### config.mk
export PLATFORM = sky130hd
export DESIGN_NAME = game_flow_ctrl_flat
export DESIGN_NICKNAME = d
export VERILOG_FILES = /design/src/rtl/game_pkg.sv /design/src/rtl/game_flow_ctrl_if.sv /design/src/rtl/game_frame_timer.sv /design/src/rtl/game_flow_ctrl.sv /design/src/flat_wrapper.sv
export SDC_FILE = /design/constraint.sdc
export NUM_CORES = 1
export LEC_CHECK = 0
export BUFFER_PORTS_ARGS = -buffer_cell sky130_fd_sc_hd__buf_2
export CORE_UTILIZATION = 54
export DETAILED_ROUTE_END_ITERATION = 8
export GPL_TIMING_DRIVEN = 0
export HOLD_SLACK_MARGIN = 0.15
export PLACE_DENSITY = 0.78
export SLEW_MARGIN = 25
export SYNTH_ARGS = -nofsm -noshare
export SYNTH_HDL_FRONTEND = slang
export SYNTH_SLANG_ARGS = --single-unit
### constraint.sdc
create_clock -name clk -period 2.4 [get_ports clk]
set_clock_uncertainty 0.1 [all_clocks]
set_input_delay 0.12 -clock clk [delete_from_list [all_inputs] [get_ports clk]]
set_output_delay 0.12 -clock clk [all_outputs]
set_load 0.01 [all_outputs]
### src/rtl/game_pkg.sv
// Shared types and sizes for the game flow controller and its frame timer.
package game_pkg;

    typedef enum logic [2:0] {
        IDLE  = 3'd0,
        SERVE = 3'd1,
        PLAY  = 3'd2,
        LOST  = 3'd3,
        OVER  = 3'd4
    } state_e;

    localparam int unsigned LIVES_DEF = 3;
    localparam int unsigned SCORE_W   = 8;
    localparam int unsigned CNT_W     = 8;

    function automatic logic [SCORE_W-1:0] sat_inc(input logic [SCORE_W-1:0] v);
        return (v == '1) ? v : v + 1'b1;
    endfunction

endpackage

### src/rtl/game_flow_ctrl_if.sv
// Signals exchanged between the flow controller (master) and the game core (slave).
interface game_flow_ctrl_if;
    logic       frame_tick;
    logic       ball_lost;
    logic       brick_hit;
    logic       core_rst;
    logic       core_run;
    logic [1:0] bar_sel;

    modport master (
        input  frame_tick, ball_lost, brick_hit,
        output core_rst, core_run, bar_sel
    );

    modport slave (
        output frame_tick, ball_lost, brick_hit,
        input  core_rst, core_run, bar_sel
    );
endinterface

### src/rtl/game_frame_timer.sv
// Frame-tick counter with synchronous clear; done fires on the tick that reaches term.
module game_frame_timer
    import game_pkg::*;
(
    input  logic             clk,
    input  logic             reset,
    input  logic             clear,
    input  logic             tick,
    input  logic [CNT_W-1:0] term,
    output logic             done
);

    logic [CNT_W-1:0] cnt_q;
    logic [CNT_W-1:0] cnt_d;
    logic [CNT_W-1:0] cnt_inc;

    assign cnt_inc = cnt_q + 1'b1;

    // Combinational so the owner can change state on the very tick that hits term.
    assign done = tick && !clear && (cnt_inc == term);

    always_comb begin
        cnt_d = cnt_q;
        if (clear) begin
            cnt_d = '0;
        end else if (tick) begin
            cnt_d = cnt_inc;
        end
    end

    always_ff @(posedge clk or negedge reset) begin
        if (!reset) begin
            cnt_q <= '0;
        end else begin
            cnt_q <= cnt_d;
        end
    end

endmodule

### src/rtl/game_flow_ctrl.sv
// Game sequencing: start, serve delay, play, life loss, game-over hold.
module game_flow_ctrl
    import game_pkg::*;
#(
    parameter int unsigned LIVES        = LIVES_DEF,
    parameter int unsigned SERVE_FRAMES = 60,
    parameter int unsigned OVER_FRAMES  = 180
) (
    input  logic               clk,
    input  logic               reset,
    game_flow_ctrl_if.master   core,
    input  logic               start_btn,
    input  logic [1:0]         level_sw,
    output logic [1:0]         lives,
    output logic [SCORE_W-1:0] score,
    output logic               game_over,
    output logic [2:0]         state
);

    localparam logic [CNT_W-1:0] SERVE_TERM = CNT_W'(SERVE_FRAMES);
    localparam logic [CNT_W-1:0] OVER_TERM  = CNT_W'(OVER_FRAMES);
    localparam logic [1:0]       LIVES_INIT = 2'(LIVES);

    state_e             state_q, state_d;
    logic               arm_q, arm_d;
    logic [1:0]         lives_q, lives_d;
    logic [SCORE_W-1:0] score_q, score_d;
    logic [1:0]         bar_q, bar_d;
    logic               core_rst_q, core_rst_d;
    logic               core_run_q, core_run_d;
    logic               over_q, over_d;

    logic               start_edge;
    logic               tmr_clear;
    logic               tmr_done;
    logic [CNT_W-1:0]   tmr_term;

    // arm_q holds "button was low last cycle" and resets low, so a button
    // held through reset release cannot be mistaken for a fresh press.
    assign arm_d      = ~start_btn;
    assign start_edge = start_btn & arm_q;

    assign tmr_term  = (state_q == OVER) ? OVER_TERM : SERVE_TERM;

    game_frame_timer u_timer (
        .clk   (clk),
        .reset (reset),
        .clear (tmr_clear),
        .tick  (core.frame_tick),
        .term  (tmr_term),
        .done  (tmr_done)
    );

    always_comb begin
        state_d   = state_q;
        lives_d   = lives_q;
        score_d   = score_q;
        bar_d     = bar_q;
        tmr_clear = 1'b1;

        case (state_q)
            IDLE: begin
                if (start_edge) begin
                    state_d = SERVE;
                    lives_d = LIVES_INIT;
                    score_d = '0;
                    bar_d   = level_sw;
                end
            end
            SERVE: begin
                tmr_clear = 1'b0;
                if (tmr_done) begin
                    state_d = PLAY;
                end
            end
            PLAY: begin
                if (core.brick_hit) begin
                    score_d = sat_inc(score_q);
                end
                if (core.ball_lost) begin
                    state_d = LOST;
                end
            end
            LOST: begin
                lives_d = lives_q - 2'd1;
                state_d = (lives_q == 2'd1) ? OVER : SERVE;
            end
            OVER: begin
                tmr_clear = 1'b0;
                if (tmr_done) begin
                    state_d = IDLE;
                end
            end
            default: begin
                state_d = IDLE;
            end
        endcase

        // Outputs decoded from the next state so they are valid in a state's first cycle.
        core_rst_d = (state_d == IDLE) || (state_d == LOST);
        core_run_d = (state_d == PLAY);
        over_d     = (state_d == OVER);
    end

    always_ff @(posedge clk or negedge reset) begin
        if (!reset) begin
            state_q    <= IDLE;
            arm_q      <= 1'b0;
            lives_q    <= '0;
            score_q    <= '0;
            bar_q      <= '0;
            core_rst_q <= 1'b1;
            core_run_q <= 1'b0;
            over_q     <= 1'b0;
        end else begin
            state_q    <= state_d;
            arm_q      <= arm_d;
            lives_q    <= lives_d;
            score_q    <= score_d;
            bar_q      <= bar_d;
            core_rst_q <= core_rst_d;
            core_run_q <= core_run_d;
            over_q     <= over_d;
        end
    end

    assign core.core_rst = core_rst_q;
    assign core.core_run = core_run_q;
    assign core.bar_sel  = bar_q;
    assign lives         = lives_q;
    assign score         = score_q;
    assign game_over     = over_q;
    assign state         = state_q;

endmodule

### src/flat_wrapper.sv
// flat-port wrapper written by rule: the top's interface ports become plain ports
module game_flow_ctrl_flat import game_pkg::*;
#(
    parameter int unsigned LIVES        = LIVES_DEF,
    parameter int unsigned SERVE_FRAMES = 60,
    parameter int unsigned OVER_FRAMES  = 180
)
  (clk, reset, start_btn, level_sw, lives, score, game_over, state, core_frame_tick, core_ball_lost, core_brick_hit, core_core_rst, core_core_run, core_bar_sel);
  game_flow_ctrl_if core_i ();
  input  logic clk;
  input  logic reset;
  input  logic start_btn;
  input  logic [1:0] level_sw;
  output logic [1:0] lives;
  output logic [SCORE_W-1:0] score;
  output logic game_over;
  output logic [2:0] state;
  input wire logic [$bits(core_i.frame_tick)-1:0] core_frame_tick;
  input wire logic [$bits(core_i.ball_lost)-1:0] core_ball_lost;
  input wire logic [$bits(core_i.brick_hit)-1:0] core_brick_hit;
  output wire logic [$bits(core_i.core_rst)-1:0] core_core_rst;
  output wire logic [$bits(core_i.core_run)-1:0] core_core_run;
  output wire logic [$bits(core_i.bar_sel)-1:0] core_bar_sel;
  assign core_i.frame_tick = core_frame_tick;
  assign core_i.ball_lost = core_ball_lost;
  assign core_i.brick_hit = core_brick_hit;
  assign core_core_rst = core_i.core_rst;
  assign core_core_run = core_i.core_run;
  assign core_bar_sel = core_i.bar_sel;
  game_flow_ctrl #(.LIVES(LIVES), .SERVE_FRAMES(SERVE_FRAMES), .OVER_FRAMES(OVER_FRAMES)) u_core (.clk(clk), .reset(reset), .core(core_i), .start_btn(start_btn), .level_sw(level_sw), .lives(lives), .score(score), .game_over(game_over), .state(state));
endmodule
==> out/summary.txt, run 1 <==
Die Height -> 52.72 µm
GR Util All Layers -> 21.94%
Vias/cell -> 5.615
Met1 wire length -> 1.316 mm
Clock latency on the worst-skew pair -> 310 ps
Synthesized Nets -> 153
Layout fillers -> 205
Max Cap Viol -> 0
Total wire length -> 2.807 mm
FMAX -> 500.3 MHz
Site Rows -> 18
First-pass GRT wire length -> 4.353 mm
Crit-path cells -> and3_1 -> o31ai_1 -> a31oi_1 -> a2111oi_4 -> a32o_1
Area delta synth->final -> 17.57%
Vias in the first global route -> 959
P_leak -> 0.8256 nW
Hold Path Class -> in -> reg
P per Cell Area -> 605.6 nW/µm²
Gr ovfl total -> 0
Post-synthesis async set-or-reset flop share -> 100.0%
Worst slew pin tran -> 623.3 ps
Core region area -> 2455 µm²
# port buffers -> 24
Crit path required time -> 2550 ps
Post-route ant nets -> 0
Synth top area share -> 46.85%
TritonCTS clock tree -> yes
Cell taking the most area after synthesis -> dfrtp_1
Crit. End Element -> register
Antenna violations before repair -> 0
Period utilisation layout -> 83.29%
Final Power -> 988.8 µW
Sequential area share after synthesis -> 48.74%
Pin count of the biggest net entering global routing -> 28
# DRC -> 0
DR WL met2 -> 1.356 mm
RSZ-0062 raised after global routing -> no
Count leader, synth -> dfrtp_1
#FFs+latches synth -> 27
Top cells by instance count after synthesis -> dfrtp_1 (26), nand2_1 (19), nor2_1 (15), o21ai_0 (10), xor2_1 (10)
CP max stage delay -> 490 ps
Hold_buf cts -> 6
CTS sink cnt -> 27
Die ar. -> 2779 µm²
Die width -> 52.72 µm
N_diodes -> 0
Setup TNS -> 0 ps
Synth cell types -> 33
Setup CP Type -> reg -> reg
Num CTS Buffers -> 3
Synth top area cells -> dfrtp_1 (47%), xor2_1 (6.3%), nand2_1 (5.1%)
CTS root buffer -> clkbuf_4
WP data arrival -> 2150 ps
Mapped Cells -> 141
Num ports -> 26
Final Hold Viols -> 0
H-Tree Depth -> 1
CTS clk-pin slew, worst paths -> 140 ps
R2r setup slk -> 400 ps
Total setup buffers inserted after CTS -> 0
Max Root-Sink Buffers -> 2
Final Wtd Congestion -> 0.8600
Slowest CP cell -> a2111oi_4
Synthesis warning total -> 0
Top FF cell, synth -> dfrtp_1
Fraction of layout cells with a size suffix above 1 -> 18.86%
CP Buf/Inv Count -> 0
Max-slew headroom -> 58.29%
Routed length per instance -> 13.69 µm
Routed via count -> 1,151
Critical path's top delay family -> compound AO/OA/AOI/OAI gates
Status -> completed
DRT Pass-1 Iters -> 4
EDFF count, synth -> 0
Uppermost layer routed -> met4
Max VDD drop -> 0.0003937 V
CP Max Fanout -> 6
Startpoint types -> register
Average cell area after synthesis -> 9.850 µm²
Final setup vio count -> 0
Detailed placement HPWL -> 1.909 mm
Cts repair resizes -> 0
Initial Utilization -> 56.57%
Metal3 WL -> 100 µm
Slew Viols, Final -> 0
DRT iter0 DRCs -> 23
Tmin final -> 1999 ps
Post-Syn Area -> 1389 µm²
# nets final -> 188
-- worst paths after layout --
check,start,to,cells past startpoint
min reg2reg,u_core.core.bar_sel[0],u_core.core.bar_sel[0],2
max,u_core.u_timer.cnt_q[0],u_core.core.core_run,5
max reg2reg,u_core.u_timer.cnt_q[0],u_core.core.core_run,5
min in group asynchronous,reset,u_core.u_timer.cnt_q[7],2
max in group asynchronous,reset,u_core.score[7],2
min,core_brick_hit,u_core.score[0],4
-- worst register-to-register path, delay by kind of cell (launching register included) --
family	cells	cell delay, ps
AO/OA/AOI/OAI	4	1140
AND/OR/NAND/NOR	1	250
flip-flops	1	460
-- state kept, by name (all words and copies together), names as in the netlist --
name                  count
u_core.core.bar_sel       2
u_core.game_over          1
u_core.lives              2
u_core.core.core_run      1
u_core.u_timer.cnt_q      8
u_core.arm_q              1
u_core.state              3
u_core.score              8
u_core.core.core_rst      1
-- stage by stage --
stage / util, % / hold slack [ps] / std cells / cell area, µm² / setup slack, ps
after CTS: 66.51 / 165.2 / 205 / 1633 / 430.1
final: 66.51 / 170.2 / 205 / 1633 / 401.1
after floorplan: - / -275.6 / 141 / 1389 / 684.9
after global routing: 66.51 / 192.9 / 205 / 1633 / 217.8
after detailed placement: 63.00 / 59.32 / 195 / 1546 / 466.1
after global placement: 63.00 / 49.13 / 195 / 1546 / 536.2
-- layer usage --
metal  vias up  track usage, %
met3         4           3.188
met2        23           35.23
met5         -               0
li1        560               -
met1       564           29.10
met4         0           9.649
-- cell usage in the layout (no fill, tap or decap), drive strengths merged, types with 5 or more instances in the layout --
cell	netlist	layout
and3	5	5
o21ai	11	11
xor2	10	10
inv	5	5
nand2	19	19
dlygate4sd3	0	6
nor2	15	15
buf	2	26
nand4	7	7
nand3	5	5
clkbuf	2	6
dfrtp	26	26
-- layout make-up --
type	instances	area (µm²)	share of cell area, %
multi-input combinational	105	670.6	41.07
buffer	4	22.52	1.379
clock buffer	4	26.28	1.609
tap	30	37.54	2.299
inverter	5	18.77	1.149
timing repair buffer	30	180.2	11.03
sequential	27	676.9	41.46
-- cell families (layout without fill, tap and decap cells) --
logic type,after synthesis,after routing,synth area share [%]
muxes,3,3,2.162
buffers and inverters,9,43,2.973
DFF,27,27,48.74
AOI/OAI and AO/OA,24,24,11.98
adders and majority gates,4,4,3.604
xor gates and xnor gates,13,13,8.198
and+or+nand+nor,61,61,22.34
-- power by group --
group,internal [mW],switching (mW),leakage [nW]
sequential,0.512,0.0682,0.351
combinational,0.0946,0.119,0.460
clock,0.0649,0.130,0.0150
total,0.672,0.317,0.826
No activity file was read; power rests on OpenSTA's default activity.
==> inputs of run 2 (changes only) <==
==> constraint.sdc (replaced) <==
create_clock -name clk -period 2 [get_ports clk]
set_clock_uncertainty 0.1 [all_clocks]
set_input_delay 0.1 -clock clk [delete_from_list [all_inputs] [get_ports clk]]
set_output_delay 0.1 -clock clk [all_outputs]
set_load 0.01 [all_outputs]
==> run 2 against run 1 <==
Against the previous run:
- first-iteration DRC count down 13%
- global-route usage is 0.061 points lower
- total power grew 21%
- largest power group unchanged
- via count is 1.2% higher
==> out/summary.txt, run 2 (synthesized netlist as in run 1, its figures left out) <==
Status -> completed
Routed via count -> 1,165 (+1.2%)
Final Wtd Congestion -> 0.8600 (unchanged)
CTS root buffer -> clkbuf_4
CTS clk-pin slew, worst paths -> 140 ps (about the same)
Core Util, Final -> 67.89% (+1.4 points)
Slew Viols, Final -> 0 (unchanged)
Startpoint types -> register
N_diodes -> 0 (unchanged)
Final setup vio count -> 0 (unchanged)
Most common cell after layout, fill and taps aside -> dfrtp_1
Max VDD drop -> 0.0004733 V (+20%)
H-Tree Depth -> 1 (unchanged)
WP data arrival -> 2100 ps (-50 ps)
Hold Path Class -> in -> async
P_leak -> 0.8294 nW (+0.45%)
GR Util All Layers -> 21.88% (-0.061 points)
Vias/cell -> 5.628 (+0.24%)
Clock latency on the worst-skew pair -> 310 ps (about the same)
Tmin final -> 1945 ps (-54.17 ps)
Crit path required time -> 2160 ps (-390 ps)
Period utilisation layout -> 97.24% (+14 points)
Die width -> 52.72 µm (unchanged)
Placed instance count -> 195 (unchanged)
Die ar. -> 2779 µm² (unchanged)
DRT iter0 DRCs -> 20 (-13%)
Fraction of layout cells with a size suffix above 1 -> 22.03% (+3.2 points)
Crit. End Element -> register
TritonCTS clock tree -> yes
Final Power -> 1.194 mW (+21%)
Routed length per instance -> 13.66 µm (-0.26%)
Num ports -> 26 (unchanged)
Most frequent cells in the layout -> dfrtp_1 (25), buf_2 (24), nand2_1 (19)
Initial Utilization -> 56.57% (unchanged)
Clock group share of total power -> 19.7% (about the same)
Switch Pwr -> 385.7 µW (+22%)
# nets final -> 190 (+1.1%)
CTS sink cnt -> 27 (unchanged)
Share of power burned in registers -> 58.5% (-0.2 points)
Die Height -> 52.72 µm (unchanged)
Detailed placement HPWL -> 1.909 mm (unchanged)
DRT Pass-1 Iters -> 4 (unchanged)
Setup CP Type -> reg -> reg
Site Rows -> 18 (unchanged)
Hold slack -> 197.2 ps (+27.00 ps)
Vias in the first global route -> 962 (+0.31%)
# port buffers -> 24 (unchanged)
CP Max Fanout -> 6 (unchanged)
Non-Filler Instances -> 207 (+0.98%)
Total wire length -> 2.827 mm (+0.71%)
RSZ-0062 raised after global routing -> yes
Max-slew headroom -> 60.32% (+2.0 points)
Area occupied by registers -> 678.2 µm² (+0.18%)
Pint -> 808.2 µW (+20%)
Pin count of the biggest net entering global routing -> 28 (unchanged)
Max Cap Viol -> 0 (unchanged)
Post-route ant nets -> 0 (unchanged)
Layout fillers -> 194 (-5.4%)
Area of the multi-input gates -> 685.7 µm² (+2.2%)
Comb pwr share -> 21.8% (+0.2 points)
Area delta synth->final -> 20.00%
Gr ovfl total -> 0 (unchanged)
Switching Share -> 32.31% (+0.23 points)
First-pass GRT wire length -> 4.347 mm (-0.14%)
# DRC -> 0 (unchanged)
Worst slew pin tran -> 595.2 ps (-28.09 ps)
FMAX -> 514.2 MHz (+2.8%)
Num CTS Buffers -> 3 (unchanged)
P per Cell Area -> 716.3 nW/µm² (+18%)
Max Root-Sink Buffers -> 2 (unchanged)
Antenna violations before repair -> 0 (unchanged)
Core region area -> 2455 µm² (unchanged)
Final Hold Viols -> 0 (unchanged)
[run 2: cell count changes in the layout (fill, tap and decap cells not counted), sizes merged]
cell / before / now
buf: 26 / 27
dlygate4sd3: 6 / 7
[run 2: what timing repair did]
action                                  in CTS  in global routing
hold buffers                                 7                  0
setup buffers                                0                  1
hold endpoints to repair                    37                  0
endpoints found under the setup margin       0                 12
resized for setup                            0                  5
[run 2: routing by layer]
metal,vias up,global-route usage [%],part of all wire [%]
met5,-,0,0
met4,0,9.649,1.2
met3,4,3.188,3.9
met2,25,35.44,48
met1,572,28.73,47
li1,564,-,-
[run 2: critical path, stage by stage (launching register included)]
cell	delay (ps)
dfrtp_1	460
ha_1	260
xor2_1	150
nand4_1	170
a2111oi_4	350
buf_4	190
a32o_1	210
[run 2: final cells by class]
cell class              instances  area share [%]
multi-input cells             105           41.14
flip-flops and latches         27           40.69
repair buffers                 32           11.86
well taps                      30           2.252
clock buffers                   4           1.577
plain buffers                   4           1.351
inverters                       5           1.126
[run 2: power by group through the flow]
stage | clock network (mW) | logic, mW | registers (mW)
finish | 0.235 | 0.260 | 0.698
global route | 0.263 | 0.297 | 0.707
CTS | 0.239 | 0.257 | 0.693
detailed placement | 0 | 0.246 | 0.704
global placement | 0 | 0.233 | 0.699
floorplan | 0 | 0.159 | 0.703
[run 2: metrics by stage]
step                      setup WS [ps]  area (µm²)  setup TNS (ps)
after floorplan                   284.9        1389               0
after global routing             -57.88        1667          -59.02
after global placement            136.2        1546               0
after detailed placement          66.13        1546               0
after CTS                         30.09        1643               0
final                             55.29        1667               0
[run 2: worst paths after layout]
| path | slack (ps) | endpoint | start | depth (start not counted) |
|---|---|---|---|---|
| worst max-delay path | 60 | u_core.core.core_run | u_core.u_timer.cnt_q[0] | 6 |
| worst min-delay path | 200 | u_core.u_timer.cnt_q[7] | reset | 2 |
| worst max register to register | 60 | u_core.core.core_run | u_core.u_timer.cnt_q[0] | 6 |
| worst min register to register | 410 | u_core.core.bar_sel[0] | u_core.core.bar_sel[0] | 2 |
| max in group asynchronous | 1180 | u_core.state[2] | reset | 2 |
| min in group clk | 400 | u_core.arm_q | start_btn | 3 |
